### src/rtl/fp_round_pipe.sv
// rtl/fp_round_pipe.sv - two-stage floating-point path select, round and pack pipeline
//
// Stage 1 picks the addition or subtraction alignment result and forms the
// guard/sticky pair; stage 2 rounds, detects overflow and packs the result.
//
// Ports:
//   clk_i, rst_ni          clock, synchronous active-low reset
//   flush_i                drop every in-flight operation
//   valid_i / ready_o      upstream handshake
//   op_sub_i, sign_i, rm_i operation path, result sign, rounding mode
//   norm_exp_i/norm_man_i  normalised exponent/mantissa (subtraction path)
//   raw_exp_i/raw_man_i    pre-normalisation exponent/mantissa (addition path)
//   shift_i, grs_i         normalisation shift, guard/round/sticky bits
//   denorm_i               operands were denormal
//   valid_o / ready_i      downstream handshake
//   result_o               {sign, exponent, mantissa}
//   overflow_o, inexact_o  exception flags aligned with result_o
module fp_round_pipe #(
    parameter int EXP_W = 8,
    parameter int MAN_W = 23
) (
    input  logic                     clk_i,
    input  logic                     rst_ni,
    input  logic                     flush_i,
    input  logic                     valid_i,
    output logic                     ready_o,
    input  logic                     op_sub_i,
    input  logic                     sign_i,
    input  logic [2:0]               rm_i,
    input  logic [EXP_W-1:0]         norm_exp_i,
    input  logic [MAN_W-1:0]         norm_man_i,
    input  logic [EXP_W-1:0]         raw_exp_i,
    input  logic [MAN_W+1:0]         raw_man_i,
    input  logic [4:0]               shift_i,
    input  logic [2:0]               grs_i,
    input  logic                     denorm_i,
    output logic                     valid_o,
    input  logic                     ready_i,
    output logic [EXP_W+MAN_W:0]     result_o,
    output logic                     overflow_o,
    output logic                     inexact_o
);

    localparam int SUM_W = EXP_W + 1 + MAN_W;
    localparam int RES_W = 1 + EXP_W + MAN_W;

    localparam logic [2:0] RM_RTZ = 3'b001;
    localparam logic [2:0] RM_RDN = 3'b010;
    localparam logic [2:0] RM_RUP = 3'b011;
    localparam logic [2:0] RM_RMM = 3'b100;

    // Stage 1 registers
    logic             s1_valid_q;
    logic             s1_sign_q;
    logic [2:0]       s1_rm_q;
    logic [EXP_W:0]   s1_exp_q, s1_exp_d;
    logic [MAN_W-1:0] s1_man_q, s1_man_d;
    logic             s1_g_q, s1_g_d;
    logic             s1_s_q, s1_s_d;

    // Stage 2 (output) registers
    logic             s2_valid_q;
    logic [RES_W-1:0] result_q, result_d;
    logic             ovf_q, ovf_d;
    logic             inx_q, inx_d;

    logic s2_adv;
    logic s1_load;
    logic in_xfer;

    assign s2_adv  = !s2_valid_q | ready_i;
    assign s1_load = !s1_valid_q | s2_adv;
    assign ready_o = s1_load;
    assign in_xfer = valid_i & s1_load;

    // Stage 1 path selection
    always_comb begin
        s1_exp_d = {1'b0, raw_exp_i};
        s1_man_d = raw_man_i[MAN_W-1:0];
        s1_g_d   = grs_i[1];
        s1_s_d   = grs_i[0];
        if (op_sub_i) begin
            s1_exp_d = {1'b0, norm_exp_i};
            s1_man_d = norm_man_i;
            if (shift_i == 5'd0) begin
                s1_g_d = grs_i[2];
                s1_s_d = grs_i[1] | grs_i[0];
            end else if (shift_i == 5'd1) begin
                s1_g_d = grs_i[1];
                s1_s_d = grs_i[0];
            end else begin
                s1_g_d = 1'b0;
                s1_s_d = 1'b0;
            end
        end else if (raw_man_i[MAN_W+1]) begin
            // Mantissa carried out: shift right one, the dropped bit becomes guard
            s1_exp_d = {1'b0, raw_exp_i} + {{EXP_W{1'b0}}, 1'b1};
            s1_man_d = raw_man_i[MAN_W:1];
            s1_g_d   = raw_man_i[0];
            s1_s_d   = |grs_i;
        end else if (denorm_i && raw_man_i[MAN_W]) begin
            // Denormal sum grew into the normal range
            s1_exp_d = {1'b0, raw_exp_i} + {{EXP_W{1'b0}}, 1'b1};
            s1_g_d   = grs_i[2];
            s1_s_d   = grs_i[1] | grs_i[0];
        end
    end

    // Stage 2 rounding and packing
    logic             inc;
    logic             rnd_any;
    logic             to_inf;
    logic [SUM_W-1:0] sum;
    logic [EXP_W:0]   rexp;

    always_comb begin
        rnd_any = s1_g_q | s1_s_q;
        case (s1_rm_q)
            RM_RTZ:  inc = 1'b0;
            RM_RDN:  inc = s1_sign_q & rnd_any;
            RM_RUP:  inc = !s1_sign_q & rnd_any;
            RM_RMM:  inc = s1_g_q;
            default: inc = s1_g_q & (s1_s_q | s1_man_q[0]);
        endcase

        // Mantissa carry ripples straight into the exponent field
        sum  = {s1_exp_q, s1_man_q} + {{(SUM_W-1){1'b0}}, inc};
        rexp = sum[SUM_W-1:MAN_W];
        ovf_d = rexp >= {1'b0, {EXP_W{1'b1}}};

        case (s1_rm_q)
            RM_RTZ:  to_inf = 1'b0;
            RM_RDN:  to_inf = s1_sign_q;
            RM_RUP:  to_inf = !s1_sign_q;
            default: to_inf = 1'b1;
        endcase

        if (ovf_d && to_inf) begin
            result_d = {s1_sign_q, {EXP_W{1'b1}}, {MAN_W{1'b0}}};
        end else if (ovf_d) begin
            result_d = {s1_sign_q, {(EXP_W-1){1'b1}}, 1'b0, {MAN_W{1'b1}}};
        end else begin
            result_d = {s1_sign_q, rexp[EXP_W-1:0], sum[MAN_W-1:0]};
        end
        inx_d = rnd_any | ovf_d;
    end

    // Control and output registers
    always_ff @(posedge clk_i) begin
        if (!rst_ni) begin
            s1_valid_q <= 1'b0;
            s2_valid_q <= 1'b0;
            result_q   <= '0;
            ovf_q      <= 1'b0;
            inx_q      <= 1'b0;
        end else if (flush_i) begin
            s1_valid_q <= 1'b0;
            s2_valid_q <= 1'b0;
        end else begin
            if (s1_load) begin
                s1_valid_q <= valid_i;
            end
            if (s2_adv) begin
                s2_valid_q <= s1_valid_q;
            end
            if (s2_adv && s1_valid_q) begin
                result_q <= result_d;
                ovf_q    <= ovf_d;
                inx_q    <= inx_d;
            end
        end
    end

    // Stage 1 datapath, meaningful only alongside s1_valid_q
    always_ff @(posedge clk_i) begin
        if (in_xfer) begin
            s1_sign_q <= sign_i;
            s1_rm_q   <= rm_i;
            s1_exp_q  <= s1_exp_d;
            s1_man_q  <= s1_man_d;
            s1_g_q    <= s1_g_d;
            s1_s_q    <= s1_s_d;
        end
    end

    assign valid_o    = s2_valid_q;
    assign result_o   = result_q;
    assign overflow_o = ovf_q;
    assign inexact_o  = inx_q;

endmodule

### config.mk
export PLATFORM = sky130hd
export DESIGN_NAME = fp_round_pipe
export DESIGN_NICKNAME = d
export VERILOG_FILES = /design/src/rtl/fp_round_pipe.sv
export SDC_FILE = /design/constraint.sdc
export NUM_CORES = 1
export LEC_CHECK = 0
export ABC_AREA = 1
export CAP_MARGIN = 20
export CORE_ASPECT_RATIO = 1.2
export CORE_UTILIZATION = 35
export DETAILED_ROUTE_END_ITERATION = 16
export GPL_ROUTABILITY_DRIVEN = 0
export SLEW_MARGIN = 40
export SYNTH_ARGS = -nofsm -noshare
export SYNTH_HDL_FRONTEND = slang
export SYNTH_SLANG_ARGS = --single-unit
### constraint.sdc
create_clock -name clk_i -period 3.61 [get_ports clk_i]
set_input_delay 1.083 -clock clk_i [delete_from_list [all_inputs] [get_ports clk_i]]
set_output_delay 1.083 -clock clk_i [all_outputs]
set_load 0.01 [all_outputs]
==> results.json <==
{
  "outcome": "finished, final reports clean",
  "drt_iter0_drc": 181,
  "yosysSeqAreaShare_pct": 42.4,
  "cts-buffers-inserted": 9,
  "via_count": 4277,
  "ir_worst_vdd_v": 0.000171,
  "wire_per_inst_um": 12.3,
  "slew_headroom_pct": 68.7,
  "synth_top_cell_by_area": "edfxtp_1",
  "clockRootBuffer": "clkbuf_16",
  "dr.pass1.iters": 5,
  "die_area_um2": 13000,
  "synth.distinct_cells": 39,
  "wirelength_um": 11100,
  "maxCapViolCount": 0,
  "syn_to_final_growth_pct": 37.9,
  "critPathMaxFanout": 3,
  "endpoint_kind": "output pin",
  "grt_overflow": 0,
  "setup_slack_ps": 174,
  "postCtsSetupBuffers": 0,
  "place_area_um2": 5760,
  "mappedNetlistArea_um2": 4390,
  "clock-sinks": 74,
  "yosysWarnings": 0,
  "track_usage_pct": 17.5,
  "setup_violations": 0,
  "cp.arrival_ps": 2350,
  "yosys-top-cells-area": "edfxtp_1 26%, dfxtp_1 16%, nand2_1 13%",
  "diodes": 0,
  "syn_nets": 703,
  "clk_pin_slew_ps": 50,
  "worst_clock_skew_ps": 8.25,
  "cellPowerDensity_nw_per_um2": 362,
  "start_util_pct": 36.1,
  "ys_ff_latch": 74,
  "min_period_ps": 3440,
  "rows": 44,
  "cts_buffer_depth": 2,
  "worst-setup-path-type": "in -> out",
  "drc_errors": 0,
  "start_kind": "input port",
  "fmax_ghz": 0.291,
  "die_h_um": 125,
  "worstHoldPathType": "reg -> reg",
  "coreArea_um2": 12200,
  "grt_max_degree": 39,
  "pre_cts_ws_ps": 174,
  "synth_top_area_share_pct": 26.0,
  "postLayoutCellArea_um2": 6060,
  "die_w_um": 104,
  "syn_inst": 617,
  "grt_pass1_vias": 3975,
  "hpwl_um": 8740,
  "p_leak_nw": 2.59,
  "hold_viol": 0,
  "synth.avg_cell_area_um2": 7.12,
  "cts_tree": "built",
  "clock_latency_ps": 330,
  "period_share_pct": 95.2,
  "grt_pass1_wl_um": 18400,
  "finalPower_mw": 2.19,
  "tightest_slew_ps": 469,
  "drive_above_1_share_pct": 6.24,
  "maxSlewViolCount": 0,
  "holdBufCountCts": 0,
  "htreeDepth": 3,
  "post_cts_resized": 0,
  "fin_setup_tns_ps": 0,
  "antenna_found_initial": 0,
  "layout.nets": 818,
  "io_pins": 119,
  "ant_nets": 0,
  "vias_per_cell": 4.76,
  "cp_data_required_time_ps": 2530,
  "portBuffers": 118,
  "rsz0062_at_grt": "false"
}
cell usage after synthesis:
library cell  number
ha_1               3
nor4_1             1
xnor2_1           10
nor3_1             9
and3_1             1
buf_1              5
nand3_1           36
nor3_2             1
nand4_1           16
a22o_1             1
a21oi_1           56
inv_1             61
clkbuf_1          15
o211ai_1           2
clkinv_1           2
nor3b_2            1
a21o_1             1
o22a_1             1
dfxtp_1           36
nand2_4            1
o21ai_0           21
nor2_1            91
o22ai_1            1
nand3_4            1
nor2_4             1
nand2_2            2
xor2_1            13
o31ai_1            2
nor2_2             9
buf_6              1
o21ai_1            4
nand3b_1           4
nand2_1          156
o32ai_1            1
a31oi_1            4
buf_2              4
edfxtp_1          38
inv_2              4
or2_2              1
worst max-delay path: stages:
cell	delay (ps)
clkdlybuf4s50_1	400
nor2_1	250
nand2_1	130
clkdlybuf4s50_1	490
per-layer routing:
metal / share of wire (%) / GRT usage, % / routed length (um) / vias up
met5: 0 / 0 / 0 / -
met4: 1.5 / 6.47 / 163 / 0
met3: 4.4 / 3.87 / 487 / 9
met2: 49 / 29.5 / 5380 / 102
met1: 45 / 21.8 / 5020 / 1921
li1: - / - / - / 2245
registers in the layout (all words and copies together) (netlist names):
register and flops:
inexact_o 1, overflow_o 1, result_o 32, s1_exp_q 9, s1_g_q 1, s1_man_q 23
s1_rm_q 3, s1_s_q 1, s1_sign_q 1, s1_valid_q 1, valid_o 1
worst paths after layout:
| path | start | to | slack [ps] | cells after the start |
|---|---|---|---|---|
| max | ready_i | ready_o | 170 | 4 |
| min | result_o[23] | result_o[23] | 460 | 2 |
| max reg2reg | s1_sign_q | result_o[28] | 480 | 22 |
| min reg2reg | result_o[23] | result_o[23] | 460 | 2 |
layout make-up:
type | count | area (um2)
well taps | 161 | 201
clock buffers | 13 | 260
fillers | 1187 | 6110
multi-input cells | 451 | 2180
flip-flops and latches | 74 | 1860
clock inverters | 3 | 40.0
inverters | 67 | 251
repair buffers | 129 | 1260
layout by cell type (no fill, tap or decap), types with 2 or more instances in the layout:
cell             synthesis  final
o31ai_1                  2      2
nand4_1                 16     16
xnor2_1                 10     10
a31oi_1                  4      4
nand3b_1                 4      4
clkdlybuf4s50_1          0    118
ha_1                     3      3
nand2_1                156    156
clkinv_1                 2      2
buf_4                    0     11
o21ai_0                 21     21
o21ai_1                  4      4
nor2_1                  91     91
clkbuf_8                 0      2
clkinv_2                 0      2
dfxtp_1                 36     36
inv_2                    4      4
clkbuf_1                15      2
nor3_1                   9      9
nor2_2                   9      9
nand3_1                 36     36
nand2_2                  2      2
xor2_1                  13     13
clkbuf_16                0      9
inv_1                   61     61
o211ai_1                 2      2
a21oi_1                 56     56
edfxtp_1                38     38
logic make-up (layout without fill, tap and decap cells):
| logic type | after synthesis | after routing | synth area share (%) |
|---|---|---|---|
| AND/OR/NAND/NOR | 331 | 331 | 32.6 |
| AO/OA/AOI/OAI | 94 | 94 | 11.4 |
| buffers and inverters | 92 | 212 | 8.15 |
| flip-flops | 74 | 74 | 42.4 |
| XOR/XNOR | 23 | 23 | 4.59 |
| adder cells (fa/ha/maj) | 3 | 3 | 0.855 |
through the flow:
| stage | std cells | utilization (%) | hold slack (ps) |
|---|---|---|---|
| after floorplan | 617 | - | 463 |
| after global placement | 882 | 47.3 | 455 |
| after detailed placement | 882 | 47.3 | 456 |
| after CTS | 898 | 49.8 | 464 |
| after global routing | 898 | 49.8 | 497 |
| final | 898 | 49.8 | 464 |
power by group:
group	internal [mW]	switching, mW
Sequential	0.937	0.0350
Clock	0.570	0.314
Combinational	0.171	0.165
Total	1.68	0.513
Power figures use the tool's default switching activity.
